<file path="config.mk">
export PLATFORM = sky130hd
export DESIGN_NAME = datapath
export DESIGN_NICKNAME = d
export VERILOG_FILES = /design/src/rtl/datapath.sv
export SDC_FILE = /design/constraint.sdc
export NUM_CORES = 1
export LEC_CHECK = 0
export ABC_AREA = 1
export CORE_MARGIN = 2
export CORE_UTILIZATION = 50
export CTS_CLUSTER_DIAMETER = 40
export DETAILED_ROUTE_END_ITERATION = 8
export HOLD_SLACK_MARGIN = 0.06
export PLACE_DENSITY = 0.79
export RECOVER_POWER = 50
export SYNTH_ARGS = -nofsm -noshare
export SYNTH_HDL_FRONTEND = slang
export SYNTH_SLANG_ARGS = --single-unit
</file>
<file path="constraint.sdc">
create_clock -name clk -period 4.2 [get_ports clk]
set_clock_uncertainty 0.2 [all_clocks]
set_input_delay 0.63 -clock clk [delete_from_list [all_inputs] [get_ports clk]]
set_output_delay 0.63 -clock clk [all_outputs]
set_load 0.01 [all_outputs]
</file>
<file path="src/rtl/datapath.sv">
// -----------------------------------------------------------------------------
// datapath
//
// Execution datapath of the K&S 16-bit processor: program counter, instruction
// register, 4x16 register file, 2-bit-op ALU and registered status flags. The
// control FSM drives the strobes below every clock; this block returns the
// decoded instruction and the flags to it.
//
// Ports
//   clk                 system clock, all state updates on the rising edge
//   rst_n               synchronous active-low reset
//   branch              with pc_enable: PC loads IR[4:0] instead of PC+1
//   pc_enable           PC update strobe
//   ir_enable           IR <= data_in
//   addr_sel            0: ram_addr = PC, 1: ram_addr = IR[4:0]
//   c_sel               register write source: 0 ALU result, 1 data_in
//   write_reg_enable    register file write strobe
//   operation[1:0]      ALU op: 00 ADD, 01 SUB, 10 AND, 11 OR
//   data_in[15:0]       RAM read data
//   ram_addr[4:0]       RAM address (combinational)
//   data_out[15:0]      RAM write data = register read port A (combinational)
//   decoded_instruction instruction code decoded from IR (combinational)
//   zero/neg/unsigned_overflow/signed_overflow  registered ALU flags
// -----------------------------------------------------------------------------
module datapath (
  input  logic        clk,
  input  logic        rst_n,
  input  logic        branch,
  input  logic        pc_enable,
  input  logic        ir_enable,
  input  logic        addr_sel,
  input  logic        c_sel,
  input  logic        write_reg_enable,
  input  logic [1:0]  operation,
  input  logic [15:0] data_in,
  output logic [4:0]  ram_addr,
  output logic [15:0] data_out,
  output logic [4:0]  decoded_instruction,
  output logic        zero,
  output logic        neg,
  output logic        unsigned_overflow,
  output logic        signed_overflow
);

  // Instruction codes returned to control
  localparam logic [4:0] I_NOP    = 5'd0;
  localparam logic [4:0] I_LOAD   = 5'd1;
  localparam logic [4:0] I_STORE  = 5'd2;
  localparam logic [4:0] I_MOVE   = 5'd3;
  localparam logic [4:0] I_ADD    = 5'd4;
  localparam logic [4:0] I_SUB    = 5'd5;
  localparam logic [4:0] I_AND    = 5'd6;
  localparam logic [4:0] I_OR     = 5'd7;
  localparam logic [4:0] I_BRANCH = 5'd8;
  localparam logic [4:0] I_BZERO  = 5'd9;
  localparam logic [4:0] I_BNZERO = 5'd10;
  localparam logic [4:0] I_BNEG   = 5'd11;
  localparam logic [4:0] I_BNNEG  = 5'd12;
  localparam logic [4:0] I_BOV    = 5'd13;
  localparam logic [4:0] I_BNOV   = 5'd14;
  localparam logic [4:0] I_BUOV   = 5'd15;
  localparam logic [4:0] I_BNUOV  = 5'd16;
  localparam logic [4:0] I_HALT   = 5'd17;

  localparam logic [1:0] OP_ADD = 2'b00;
  localparam logic [1:0] OP_SUB = 2'b01;
  localparam logic [1:0] OP_AND = 2'b10;

  logic [4:0]  r_pc;
  logic [15:0] r_ir;
  logic [15:0] r_regs [4];
  logic        r_zero;
  logic        r_neg;
  logic        r_uov;
  logic        r_sov;

  logic [4:0]  w_dec;
  logic [1:0]  w_ra_idx;
  logic [1:0]  w_rb_idx;
  logic [1:0]  w_wr_idx;
  logic [15:0] w_a;
  logic [15:0] w_b;
  logic [16:0] w_sum;
  logic [16:0] w_diff;
  logic [15:0] w_result;
  logic        w_uov;
  logic        w_sov;
  logic [15:0] w_wr_data;

  // ---------------------------------------------------------------------------
  // Instruction decode. Branches require IR[7:5]==0; anything unrecognised
  // falls back to NOP so control never sees an undefined code.
  // ---------------------------------------------------------------------------
  always_comb begin
    w_dec = I_NOP;
    if (r_ir == 16'hFFFF) begin
      w_dec = I_HALT;
    end else begin
      case (r_ir[15:8])
        8'h81: w_dec = I_LOAD;
        8'h82: w_dec = I_STORE;
        8'h91: w_dec = I_MOVE;
        8'hA1: w_dec = I_ADD;
        8'hA2: w_dec = I_SUB;
        8'hA3: w_dec = I_AND;
        8'hA4: w_dec = I_OR;
        8'h01: if (r_ir[7:5] == 3'b000) w_dec = I_BRANCH;
        8'h02: if (r_ir[7:5] == 3'b000) w_dec = I_BZERO;
        8'h03: if (r_ir[7:5] == 3'b000) w_dec = I_BNZERO;
        8'h04: if (r_ir[7:5] == 3'b000) w_dec = I_BNEG;
        8'h05: if (r_ir[7:5] == 3'b000) w_dec = I_BNNEG;
        8'h06: if (r_ir[7:5] == 3'b000) w_dec = I_BOV;
        8'h07: if (r_ir[7:5] == 3'b000) w_dec = I_BNOV;
        8'h08: if (r_ir[7:5] == 3'b000) w_dec = I_BUOV;
        8'h09: if (r_ir[7:5] == 3'b000) w_dec = I_BNUOV;
        default: w_dec = I_NOP;
      endcase
    end
  end

  // ---------------------------------------------------------------------------
  // Register file index selection. MOVE reads Rs on both ports so that an OR
  // operation passes it through unchanged.
  // ---------------------------------------------------------------------------
  always_comb begin
    w_ra_idx = r_ir[3:2];
    w_wr_idx = r_ir[5:4];
    w_rb_idx = r_ir[1:0];
    if (w_dec == I_STORE) w_ra_idx = r_ir[6:5];
    if (w_dec == I_MOVE)  w_ra_idx = r_ir[1:0];
    if (w_dec == I_LOAD)  w_wr_idx = r_ir[6:5];
    if (w_dec == I_MOVE)  w_wr_idx = r_ir[3:2];
  end

  assign w_a = r_regs[w_ra_idx];
  assign w_b = r_regs[w_rb_idx];

  // ---------------------------------------------------------------------------
  // ALU. The 17-bit sum carries the unsigned carry; the 17-bit difference has
  // its MSB set exactly when a < b unsigned (borrow).
  // ---------------------------------------------------------------------------
  assign w_sum  = {1'b0, w_a} + {1'b0, w_b};
  assign w_diff = {1'b0, w_a} - {1'b0, w_b};

  always_comb begin
    w_result = w_a | w_b;
    w_uov    = 1'b0;
    w_sov    = 1'b0;
    case (operation)
      OP_ADD: begin
        w_result = w_sum[15:0];
        w_uov    = w_sum[16];
        // Operands share a sign and the result sign differs
        w_sov    = (w_a[15] == w_b[15]) && (w_sum[15] != w_a[15]);
      end
      OP_SUB: begin
        w_result = w_diff[15:0];
        w_uov    = w_diff[16];
        // Operands differ in sign and the result sign differs from a
        w_sov    = (w_a[15] != w_b[15]) && (w_diff[15] != w_a[15]);
      end
      OP_AND: w_result = w_a & w_b;
      default: w_result = w_a | w_b;
    endcase
  end

  assign w_wr_data = c_sel ? data_in : w_result;

  // ---------------------------------------------------------------------------
  // State. All updates use pre-edge values, so simultaneous strobes are
  // independent (e.g. a register write uses the IR from before an IR load).
  // ---------------------------------------------------------------------------
  always_ff @(posedge clk) begin
    if (!rst_n) begin
      r_pc   <= '0;
      r_ir   <= '0;
      r_zero <= 1'b0;
      r_neg  <= 1'b0;
      r_uov  <= 1'b0;
      r_sov  <= 1'b0;
      for (int i = 0; i < 4; i++) r_regs[i] <= '0;
    end else begin
      if (pc_enable) r_pc <= branch ? r_ir[4:0] : r_pc + 5'd1;
      if (ir_enable) r_ir <= data_in;
      if (write_reg_enable) begin
        r_regs[w_wr_idx] <= w_wr_data;
        // Memory loads leave the flags untouched
        if (!c_sel) begin
          r_zero <= (w_result == 16'h0000);
          r_neg  <= w_result[15];
          r_uov  <= w_uov;
          r_sov  <= w_sov;
        end
      end
    end
  end

  assign ram_addr            = addr_sel ? r_ir[4:0] : r_pc;
  assign data_out            = w_a;
  assign decoded_instruction = w_dec;
  assign zero                = r_zero;
  assign neg                 = r_neg;
  assign unsigned_overflow   = r_uov;
  assign signed_overflow     = r_sov;

endmodule

</file>
==> run summary, run 1 <==
Total count of hold-check failures in the final report: 0. The total number of yosys warnings came out at 0. The synthesized-area fraction occupied by ao, oa, aoi and oai cells works out to 13.5%. The die is 132 um wide.

Compared with the post-synthesis result, the final layout area differs by 21.8%. The slowest stage of the critical path belongs to the cell sky130_fd_sc_hd__fa_2. The run gives 29.5% as the total track usage. TritonCTS built the clock tree. The share of synthesized area spent on multiplexers came out at 0%.

Setup repair after global routing could not meet its margin everywhere. The post-synthesis sequential element count was 91. At the pin with the least slew margin, the transition time is 1.16 ns.

Measured along the y axis, the die boundary spans 132 um. The count of endpoints failing setup in the final report is 0. Portion of the clock cycle consumed by the worst path in the final layout: 97.3%.

The run gives 1.05 as the global placer's final weighted congestion. Traced cell by cell, the critical path runs through nand2_2 > nor3_4 > nand2_2 > nand3_1 > nand3_4 > inv_4 > buf_12 > nor2_1 > inv_1 > a32oi_2 > buf_4 > ha_2 > fa_2 > nand3_1 > nand3_1 > o21ai_0 > o2111ai_1 > buf_4 > nor2_1 > nor2_1 > inv_1 > nor2_1. Entering global routing, the biggest net connects 33 pins. The tools report the starting density of the core as 51.5%.

The tools report the summed instance area of the synthesized netlist as 8240 um2. The run finished with clean final reports. The number of buffers and inverters on the critical path is 6. The type of element capturing the critical path is a flip-flop. Counting the fill cells in the layout gives 1479. Buffers inserted to repair hold after CTS numbered 0. Clock tree synthesis selected as its root buffer the cell sky130_fd_sc_hd__clkbuf_16.

The worst path needs 4.09 ns of the cycle, external delays included. For this run, the post-layout net count is 1441. Of all nets on the critical path, the largest fanout is 16. In this run the number of H-tree levels came out at 3. The worst path meets setup with 0.114 ns of slack. In this design, the stage delay of the slowest critical-path cell is 0.42 ns.

After clock tree synthesis, the clock-pin slew on the worst setup and hold paths is 0.07 ns. The tools report the deepest clock path buffer count as 2. The tools report the worst path arrival time as 3.97 ns. The number of antenna violations at the first check in global routing was 0. The logs give 315 uV for the largest voltage drop on the vdd net and 0.245 GHz for the maximum clock rate. The run gives 0 as the detailed-route DRC error count. The share of flip-flops with an asynchronous set or reset works out to 0%.

The total core area is 16000 um2, and the share of Yosys cell area claimed by the top area cell type is 23.3%. The run gives 0 as the aggregate global routing overflow. In the synthesized netlist, the cells that appear most often are sky130_fd_sc_hd__nand2_1, sky130_fd_sc_hd__inv_1, sky130_fd_sc_hd__nor2_1.

The number of placed instances, taps included, is 1545. Among all flip-flop cells after synthesis, the most frequent one is sky130_fd_sc_hd__edfxtp_1. The number of diodes came out at 0. The post-place setup slack came out at 0.0171 ns. The cell family contributing the most delay on the critical path is simple AND/OR/NAND/NOR gates. Pin placement for this block handled 56 I/O pins. The unique cell type count in the Yosys netlist came out at 50. The most common cell in the synthesized netlist is sky130_fd_sc_hd__nand2_1. Total clock sinks: 91. The tools report the final cell count without fillers as 1582.

For the antenna violation net count after detailed routing, the log shows 0. By area, the combinational part of the netlist is dominated by simple AND/OR/NAND/NOR gates. The average via count per standard cell works out to 5.49. For the via count of the first global-routing pass, the log shows 8022.

The first TritonRoute pass finished after 6 iterations. The count of flip-flops with a built-in enable after synthesis was 64; the post-DP HPWL was 20100 um. The simple logic cell fraction of the synthesized area works out to 33.6%.

In this run the tightest slew margin relative to its limit is 22.8%. In this run the power density over the cells is 346 nW/um2. The tightest min-delay check is of the reg -> reg type. The first global-routing pass estimated 41200 um of wire. The total leakage power was 4.69 nW.

For this run, the share of the core covered by cells in the final layout is 62.7%. After detailed routing, the average wire length per cell comes to 17.0 um. After technology mapping, the gate count stands at 1276.

The critical path in this run is classified as reg -> reg. For the max-slew violation count, the log shows 0. The routed design has 26900 um of wire. The post-synthesis xor/xnor area fraction came out at 0.213%. The synthesized netlist devotes 8.38% of its cell area to adder and majority cells. After layout, the design draws a total of 0.00347 W.

The floorplan step defined a die boundary enclosing 17500 um2. For the count of max-cap constraint violations, the log shows 0. The tools report the worst endpoint required time as 4.09 ns. Counting the buffers created by CTS gives 9. STA classifies the critical path startpoint as a flip-flop. The share of the Yosys chip area taken by registers is 29.9%. Counting stages on the worst path, the most repeated cell is sky130_fd_sc_hd__nor2_1. The tools report the count of standard-cell rows as 46. When the netlist entered floorplanning its net count stood at 1356. The starting DRC count in detailed routing came out at 1034. After synthesis, the cell types taking the most area are sky130_fd_sc_hd__edfxtp_1, sky130_fd_sc_hd__nand2_1, sky130_fd_sc_hd__inv_1.

The fraction of layout instances using a drive strength above 1 works out to 14.6%. Cell taking the most area after synthesis: sky130_fd_sc_hd__edfxtp_1. The total of buffers placed on input and output ports works out to 55.

The worst-skew pair later-pin latency came out at 0.35 ns. The post-synthesis area per instance works out to 6.46 um2. Detailed routing inserted a total of 8693 vias.
==> final cells by class <==
cell class              instances  area, um2  share of cell area, %
clock buffers                  10        239                   2.38
inverters                     261        985                   9.81
repair buffers                120       1070                   10.7
multi-input cells             878       4930                   49.2
clock inverters                 6       71.3                  0.711
well taps                     216        270                   2.69
flip-flops and latches         91       2460                   24.6
==> logic make-up (layout without fill, tap and decap cells) <==
kind of cell    after synthesis  in the layout
fa+ha+maj                    54             54
xor+xnor                      2              2
flops                        91             91
buf+inv                     307            397
simple gates                654            654
compound gates              168            168
==> worst register-to-register path: stages (launching register included) <==
cell and delay, ns:
sky130_fd_sc_hd__dfxtp_1 0.37, sky130_fd_sc_hd__nand2_2 0.11, sky130_fd_sc_hd__nor3_4 0.24, sky130_fd_sc_hd__nand2_2 0.12, sky130_fd_sc_hd__nand3_1 0.13, sky130_fd_sc_hd__nand3_4 0.12, sky130_fd_sc_hd__inv_4 0.11, sky130_fd_sc_hd__buf_12 0.15
sky130_fd_sc_hd__nor2_1 0.06, sky130_fd_sc_hd__inv_1 0.08, sky130_fd_sc_hd__a32oi_2 0.13, sky130_fd_sc_hd__buf_4 0.16, sky130_fd_sc_hd__ha_2 0.19, sky130_fd_sc_hd__fa_2 0.42, sky130_fd_sc_hd__nand3_1 0.10, sky130_fd_sc_hd__nand3_1 0.19
sky130_fd_sc_hd__o21ai_0 0.21, sky130_fd_sc_hd__o2111ai_1 0.22, sky130_fd_sc_hd__buf_4 0.21, sky130_fd_sc_hd__nor2_1 0.08, sky130_fd_sc_hd__nor2_1 0.06, sky130_fd_sc_hd__inv_1 0.11, sky130_fd_sc_hd__nor2_1 0.05
==> timing repair <==
| action | in CTS | in global routing |
|---|---|---|
| gates cloned | 0 | 1 |
| pin swaps | 1 | 22 |
| setup endpoints to repair | 1 | 59 |
| resized for setup | 3 | 89 |
| setup buffers | 0 | 20 |
==> flip-flops by register name (all words and copies together), names as in the netlist, named ones only <==
| signal | count |
|---|---|
| r_regs | 64 |
| r_ir | 16 |
| r_pc | 5 |
| neg | 1 |
| signed_overflow | 1 |
| unsigned_overflow | 1 |
| zero | 1 |
==> layer usage <==
layer  global-route usage [%]  wire length, um  vias to the layer above  share of wire, %
met5                        0                0                        -                 0
li1                         -                -                     4192                 -
met1                     39.4            11300                     4005                42
met3                     5.00             2270                       50               8.4
met2                     49.3            12800                      446                47
met4                     8.18              558                        0               2.1
==> report_power, final <==
group	switching, W	internal, W	leakage [nW]
logic	0.000989	0.000591	3.66
clock network	0.000360	0.000483	0.154
registers	0.0000318	0.00102	0.885
total	0.00138	0.00209	4.69
==> metrics by stage <==
stage	hold slack [ns]	TNS [ns]	area, um2
6_report	0.280	0	10000
5_1_grt	0.300	-0.885	10000
4_1_cts	0.284	0	9530
3_5_place_dp	0.271	0	9210
3_3_place_gp	0.268	0	9210
2_1_floorplan	0.249	0	8240
==> worst paths after layout <==
check / slack [ns] / cells after the start / start / end
worst min-delay path: 0.28 / 2 / r_pc[4]$_SDFFE_PN0P_ / r_pc[4]$_SDFFE_PN0P_
worst max-delay path: 0.11 / 22 / r_ir[15]$_SDFFE_PN0P_ / r_regs[0][4]$_SDFFCE_PN0P_
worst min register to register: 0.28 / 2 / r_pc[4]$_SDFFE_PN0P_ / r_pc[4]$_SDFFE_PN0P_
worst max register to register: 0.11 / 22 / r_ir[15]$_SDFFE_PN0P_ / r_regs[0][4]$_SDFFCE_PN0P_
==> cells in the final DEF (no fill, tap or decap), drive strengths merged, types with 9 or more instances in the layout <==
cell type / netlist / layout
a21oi: 57 / 57
a32oi: 31 / 31
buf: 22 / 61
clkbuf: 24 / 14
clkdlybuf4s50: 0 / 50
dfxtp: 27 / 27
edfxtp: 64 / 64
ha: 52 / 52
inv: 260 / 262
nand2: 318 / 318
nand3: 81 / 81
nand4: 18 / 18
nor2: 198 / 198
nor3: 9 / 9
o21ai: 57 / 57
or2: 21 / 21
No activity file was read; power rests on OpenSTA's default activity.
==> inputs of run 2 (changes only) <==
Settings changed: DONT_BUFFER_PORTS set to 1, PLACE_DENSITY 0.79 to 0.75.
==> run 2 against run 1 <==
First-iteration DRC count is 8.5% higher; die area stayed put; routed wire length is 1.7% lower; utilization is 2.4 points lower; non-clock buffer count is 52 lower; sequential cell count stayed put; sequential power hardly changed; final area is 3.9% lower; fmax hardly changed; cell count is 3.2% lower; critical endpoint is now zero$_SDFFE_PN0P_; highest routed layer unchanged.
==> run summary, run 2 (synthesis results as in run 1) <==
The flow ran to the end, and the final reports show no timing, DRC or antenna violations. The area of the die was 17500 um2 (unchanged). The run gives 7637 (was 8022) as the via count of the first global-routing pass. The number of buffers inserted for hold repair after clock tree synthesis came out at 0 (unchanged). Library cell contributing the largest single delay on the critical path: sky130_fd_sc_hd__dfxtp_1 (was sky130_fd_sc_hd__fa_2).

The tools report the detailed-router iteration count before antenna repair as 5 (was 6). The largest fanout on the critical path was 8 (was 16). The setup slack of the critical path after layout is 0.114 ns (about the same).

The post-place setup slack was -0.0899 ns (was 0.0171 ns); the die extent in x was 132 um (unchanged). The buffer and inverter count on the worst path is 6 (unchanged). The I/O pin count is 56 (unchanged). The logs give 0 (unchanged) for the number of diodes and 8656 (was 8693) for the total via count after detailed routing. The cell at the root of the clock tree was sky130_fd_sc_hd__clkbuf_16 (unchanged). The post-layout minimum cycle time was 4.09 ns (about the same); the worst-skew pair later-pin latency was 0.34 ns (was 0.35 ns). The register bank with the most flops is r_regs (unchanged). The total core area was 16000 um2 (unchanged).

The final routed wire length divided by cell count works out to 17.3 um (was 17.0 um). The cell family contributing the most delay on the critical path is simple AND/OR/NAND/NOR gates (unchanged). The tools report the post-route worst hold slack as 0.160 ns (was 0.280 ns). The kind of launch point of the worst setup path was a flip-flop (unchanged). Setup repair after global routing could not meet its margin everywhere. The largest voltage drop on the vdd net was 213 uV (was 315 uV); the power per cell area was 348 nW/um2 (was 346 nW/um2). The portion of the clock cycle consumed by the worst path in the final layout is 97.3% (about the same).

The logs give 1.02 (was 1.05) for the global placer's final weighted congestion and 51.5% (unchanged) for the starting density of the core. Largest registers: r_regs (64), r_ir (16), r_pc (5) (unchanged). The post-DP HPWL was 18900 um (was 20100 um); the deepest level of the CTS H-tree was 3 (unchanged).

The most numerous cell on the critical path was sky130_fd_sc_hd__nand2_1 (was sky130_fd_sc_hd__nor2_1). Relative max-transition margin: 26.3% (was 22.8%). The share of the core filled with cells was 60.3% (was 62.7%); the maximum clock rate was 0.245 GHz (about the same). The layout-stage area growth over the synthesis result works out to 17.1% (was 21.8%). The total routed wirelength was 26400 um (was 26900 um); the total count of hold-check failures in the final report was 0 (unchanged). The count of max-cap constraint violations was 0 (unchanged).

Highest-count cells in the layout ignoring fill and taps: sky130_fd_sc_hd__nand2_1, sky130_fd_sc_hd__inv_1, sky130_fd_sc_hd__nor2_1 (unchanged). The most common library cell in the layout ignoring fill and taps is sky130_fd_sc_hd__nand2_1 (unchanged). The clock buffer count from CTS was 9 (unchanged); the total track usage was 27.9% (was 29.5%). The number of nets at the end of the flow was 1391 (was 1441).

The tools report the count of endpoints failing setup in the final report as 0 (unchanged). TritonCTS built the clock tree. The critical path class is reg -> reg (unchanged). The average via count per standard cell is 5.65 (was 5.49).

The clock-pin slew of the registers on the worst-case setup and hold paths is 0.07 ns (about the same), and the largest net degree at the start of global routing is 33 (unchanged). Starting DRC count in detailed routing: 1122 (was 1034). The total of buffers placed on input and output ports was 0 (was 55). The number of antenna violations at the first check in global routing was 0 (unchanged).

Fraction of layout instances using a drive strength above 1: 18.2% (was 14.6%). The area taken by flip-flops and latches was 2470 um2 (was 2460 um2); the total area of multi-input combinational cells was 5050 um2 (was 4930 um2). For the max-slew violation count, the log shows 0 (unchanged). For the detailed-route DRC error count, the log shows 0 (unchanged). The number of flip-flops under the largest register name is 64 (unchanged).

The antenna violation net count after detailed routing came out at 0 (unchanged). The tools report the number of fill cells in the layout as 1489 (was 1479). The logs give 2 (unchanged) for the deepest clock path buffer count and 0 (unchanged) for the aggregate global routing overflow. The run gives 4.17 ns (was 3.97 ns) as the worst path arrival time. Pin slew with the least headroom to its limit: 1.11 ns (was 1.16 ns). The class of the tightest hold or removal check was in -> reg (was reg -> reg).

The y dimension of the die works out to 132 um (unchanged). The largest stage delay on the critical path was 0.32 ns (was 0.42 ns). The run gives 4.51 nW (was 4.69 nW) as the total leakage power. For the total clock sinks, the log shows 91 (unchanged). The global-route wire length before repair came out at 38700 um (was 41200 um). Type of element capturing the critical path: a flip-flop (unchanged). The worst endpoint required time is 4.28 ns (was 4.09 ns), and the count of standard-cell rows is 46 (unchanged).
-- run 2: path summary, 6_finish.rpt --
kind	slack, ns	start	end	cells after the start
max	0.11	r_ir[14]$_SDFFE_PN0P_	zero$_SDFFE_PN0P_	25
min	0.16	ir_enable	r_ir[8]$_SDFFE_PN0P_	1
max reg2reg	0.11	r_ir[14]$_SDFFE_PN0P_	zero$_SDFFE_PN0P_	25
min reg2reg	0.29	r_pc[4]$_SDFFE_PN0P_	r_pc[4]$_SDFFE_PN0P_	2
-- run 2: cell type report --
cell class	instances	share of cell area, %
Clock inverter	5	0.337
Multi-Input combinational cell	879	52.4
Timing Repair inverter	1	0.0908
Clock buffer	11	2.63
Timing Repair Buffer	68	5.86
Inverter	261	10.3
Tap cell	216	2.80
Sequential cell	91	25.6
-- run 2: timing repair --
action | CTS | global route
setup buffers | 0 | 30
gates cloned | 0 | 4
resized for setup | 3 | 130
setup endpoints to repair | 8 | 51
pin swaps | 0 | 32
hold endpoints to repair | 0 | 0
-- run 2: per-stage QoR --
step                total power (W)  std cells  cell area (um2)  TNS, ns
floorplan                   0.00197       1276             8240        0
finish                      0.00336       1532             9650        0
detailed placement          0.00230       1482             8600   -0.327
CTS                         0.00307       1498             8900        0
global placement            0.00228       1482             8600  -0.0593
global route                0.00354       1532             9650   -0.950
-- run 2: report_power, final --
| part | internal, W | switching [W] | leakage [nW] |
|---|---|---|---|
| clock network | 0.000439 | 0.000346 | 0.146 |
| logic | 0.000541 | 0.000977 | 3.48 |
| registers | 0.00102 | 0.0000328 | 0.885 |
-- run 2: worst register-to-register path, delay by kind of cell (launching register included) --
| family | cells | cell delay, ns |
|---|---|---|
| simple gates | 16 | 2.09 |
| compound gates | 2 | 0.40 |
| flops | 1 | 0.32 |
| buf+inv | 6 | 0.77 |
| fa+ha+maj | 1 | 0.25 |
-- run 2: routing by layer --
layer	routed length [um]	share of wire (%)	global-route usage, %
met1	10700	40	36.5
met2	12100	46	45.6
met3	2560	9.7	4.46
met4	1070	4.1	12.1
met5	0	0	0
==> inputs of run 3 (changes only) <==
Settings changed: SKIP_CTS_REPAIR_TIMING set to 1.
==> run 3 against run 2 <==
Via count fell by 0.54%; sequential power is essentially flat; combinational power about the same; routed wire length about the same; count of clock-buffer cells in the layout stayed put; sequential cell count did not move; die area did not move; worst setup slack improved by 0.0097 ns; register-to-register slack about the same; non-clock buffer count down 1; utilization hardly changed; clock power is essentially flat; critical endpoint unchanged.
==> run summary, run 3 (synthesis results as in run 1) <==
The total core area was 16000 um2 (unchanged). The tools report the critical path launch point as r_ir[14]$_SDFFE_PN0P_ (unchanged). Total count of hold-check failures in the final report: 0 (unchanged).

Highest-count cells in the layout ignoring fill and taps: sky130_fd_sc_hd__nand2_1, sky130_fd_sc_hd__inv_1, sky130_fd_sc_hd__nor2_1 (unchanged). The power per cell area was 348 nW/um2 (about the same). The total of buffers placed on input and output ports is 0 (unchanged), and the average via count per standard cell is 5.62 (was 5.65).

The critical register-to-register path endpoint was zero$_SDFFE_PN0P_ (unchanged). For the I/O pin count, the log shows 56 (unchanged). For the total leakage power, the log shows 4.51 nW (about the same).

The launching point of the worst reg2reg path is r_ir[14]$_SDFFE_PN0P_ (unchanged). Y dimension of the die: 132 um (unchanged). The largest fanout on the critical path was 8 (unchanged); the antenna violation net count after detailed routing was 0 (unchanged). Cell at the root of the clock tree: sky130_fd_sc_hd__clkbuf_16 (unchanged). The count of max-cap constraint violations is 0 (unchanged).

The run gives 46 (unchanged) as the count of standard-cell rows. The post-DP HPWL is 18900 um (unchanged), and the total placed cells including tap cells is 1482 (unchanged). The fraction of layout instances using a drive strength above 1 is 17.8% (was 18.2%), and the post-layout minimum cycle time is 4.08 ns (was 4.09 ns).

The termination of the worst setup path was zero$_SDFFE_PN0P_ (unchanged). The pin slew with the least headroom to its limit was 1.18 ns (was 1.11 ns). The type of element capturing the critical path is a flip-flop (unchanged).

The count of endpoints failing setup in the final report is 0 (unchanged), and the max-slew violation count is 0 (unchanged). The deepest clock path buffer count was 2 (unchanged); the starting density of the core was 51.5% (unchanged). The maximum clock rate is 0.245 GHz (about the same), and the instance area after placement is 8600 um2 (unchanged).

The tools report the number of diodes as 0 (unchanged). The final routed wire length divided by cell count was 17.3 um (about the same). The clock buffer count from CTS was 9 (unchanged).

The class of the tightest hold or removal check was in -> reg (unchanged). The run finished with clean final reports. The run gives 8609 (was 8656) as the total via count after detailed routing.

Most common library cell in the layout ignoring fill and taps: sky130_fd_sc_hd__nand2_1 (unchanged). The number of flip-flops under the largest register name is 64 (unchanged). The number of cells on the worst reg-to-reg path is 25 (unchanged), and the number of antenna violations at the first check in global routing is 0 (unchanged).

Area taken by flip-flops and latches: 2470 um2 (unchanged). The global placer's final weighted congestion is 1.02 (unchanged). Register bank with the most flops: r_regs (unchanged). For the number of nets at the end of the flow, the log shows 1390 (was 1391). Portion of the clock cycle consumed by the worst path in the final layout: 97.0% (was 97.3%). For the area of the die, the log shows 17500 um2 (unchanged). The total track usage is 27.9% (unchanged), and the largest voltage drop on the vdd net is 213 uV (about the same).

The worst-skew pair later-pin latency is 0.34 ns (about the same), and the detailed-route DRC error count is 0 (unchanged). The largest net degree at the start of global routing was 33 (unchanged). The die extent in x was 132 um (unchanged). The aggregate global routing overflow is 0 (unchanged), and the final non-filler cell area is 9640 um2 (was 9650 um2). TritonCTS built the clock tree.

Total routed wirelength: 26400 um (about the same). Largest registers: r_regs (64), r_ir (16), r_pc (5) (unchanged). The run gives 38700 um (unchanged) as the global-route wire length before repair.

The run gives 91 (unchanged) as the total clock sinks. The post-route worst hold slack is 0.159 ns (was 0.160 ns). Kind of launch point of the worst setup path: a flip-flop (unchanged). The final cell count without fillers is 1531 (was 1532), and the power consumption is 0.00335 W (was 0.00336 W).

The tools report the number of fill cells in the layout as 1482 (was 1489). The depth of the worst hold-timing path is 1 (unchanged), and the share of the core filled with cells is 60.2% (was 60.3%). The logs give 7636 (was 7637) for the via count of the first global-routing pass and 4.28 ns (about the same) for the worst endpoint required time. Starting DRC count in detailed routing: 1103 (was 1122). The relative max-transition margin came out at 21.3% (was 26.3%). The worst path arrival time came out at 4.16 ns (was 4.17 ns). The critical path class is reg -> reg (unchanged). Deepest level of the CTS H-tree: 3 (unchanged).

The clock-pin slew of the registers on the worst-case setup and hold paths is 0.07 ns (about the same). The internal reg-to-reg setup slack was 0.12 ns (was 0.11 ns). The layout-stage area growth over the synthesis result was 17.0% (was 17.1%); the total area of multi-input combinational cells was 5050 um2 (unchanged). The tools report the detailed-router iteration count before antenna repair as 6 (was 5).
-- run 3: critical path: stages (launching register included) --
cell	delay, ns
sky130_fd_sc_hd__dfxtp_1	0.32
sky130_fd_sc_hd__inv_2	0.07
sky130_fd_sc_hd__nand2_2	0.09
sky130_fd_sc_hd__nor3_4	0.22
sky130_fd_sc_hd__nand2_2	0.13
sky130_fd_sc_hd__nand3_2	0.10
sky130_fd_sc_hd__nand3_4	0.19
sky130_fd_sc_hd__buf_6	0.19
sky130_fd_sc_hd__buf_6	0.13
sky130_fd_sc_hd__nor2_1	0.10
sky130_fd_sc_hd__inv_1	0.06
sky130_fd_sc_hd__a32oi_2	0.23
sky130_fd_sc_hd__inv_2	0.08
sky130_fd_sc_hd__ha_4	0.25
sky130_fd_sc_hd__clkbuf_4	0.19
sky130_fd_sc_hd__nor2_4	0.10
sky130_fd_sc_hd__nand2_1	0.09
sky130_fd_sc_hd__nand2_2	0.10
sky130_fd_sc_hd__nand2_1	0.05
sky130_fd_sc_hd__nand3_1	0.07
sky130_fd_sc_hd__nand3_1	0.08
sky130_fd_sc_hd__nor2_1	0.31
sky130_fd_sc_hd__nand4_1	0.18
sky130_fd_sc_hd__nor2_2	0.17
sky130_fd_sc_hd__nand4_1	0.13
sky130_fd_sc_hd__a21oi_1	0.17
-- run 3: per-layer routing --
layer | track usage [%] | vias up | share of wire [%]
li1 | - | 4098 | -
met1 | 36.4 | 3968 | 41
met2 | 45.8 | 453 | 46
met3 | 4.46 | 90 | 9.1
met4 | 12.0 | 0 | 4.1
met5 | 0 | - | 0
-- run 3: final cells by class --
cell class	instances	area share (%)
Inverter	261	10.3
Tap cell	216	2.80
Sequential cell	91	25.6
Clock buffer	11	2.64
Multi-Input combinational cell	879	52.4
Clock inverter	5	0.337
Timing Repair inverter	1	0.0909
Timing Repair Buffer	67	5.79
-- run 3: metrics by stage --
| step | setup WS (ns) | TNS (ns) |
|---|---|---|
| after floorplan | 0.377 | 0 |
| after global placement | -0.0305 | -0.0593 |
| after detailed placement | -0.0899 | -0.327 |
| after CTS | -0.112 | -0.501 |
| after global routing | -0.119 | -0.911 |
| final | 0.124 | 0 |
-- run 3: report_power, final --
group	leakage, nW	internal, W	total, W	switching (W)
combinational	3.48	0.000542	0.00152	0.000974
sequential	0.885	0.00102	0.00105	0.0000334
clock	0.146	0.000439	0.000785	0.000347
-- run 3: worst min path at each step --
stage,start,endpoint
2_1_floorplan,r_pc[4]$_SDFFE_PN0P_,r_pc[4]$_SDFFE_PN0P_
6_report,ir_enable,r_ir[8]$_SDFFE_PN0P_
3_5_place_dp,r_ir[14]$_SDFFE_PN0P_,r_ir[14]$_SDFFE_PN0P_
5_1_grt,ir_enable,r_ir[8]$_SDFFE_PN0P_
3_3_place_gp,r_ir[14]$_SDFFE_PN0P_,r_ir[14]$_SDFFE_PN0P_
4_1_cts,ir_enable,r_ir[13]$_SDFFE_PN0P_
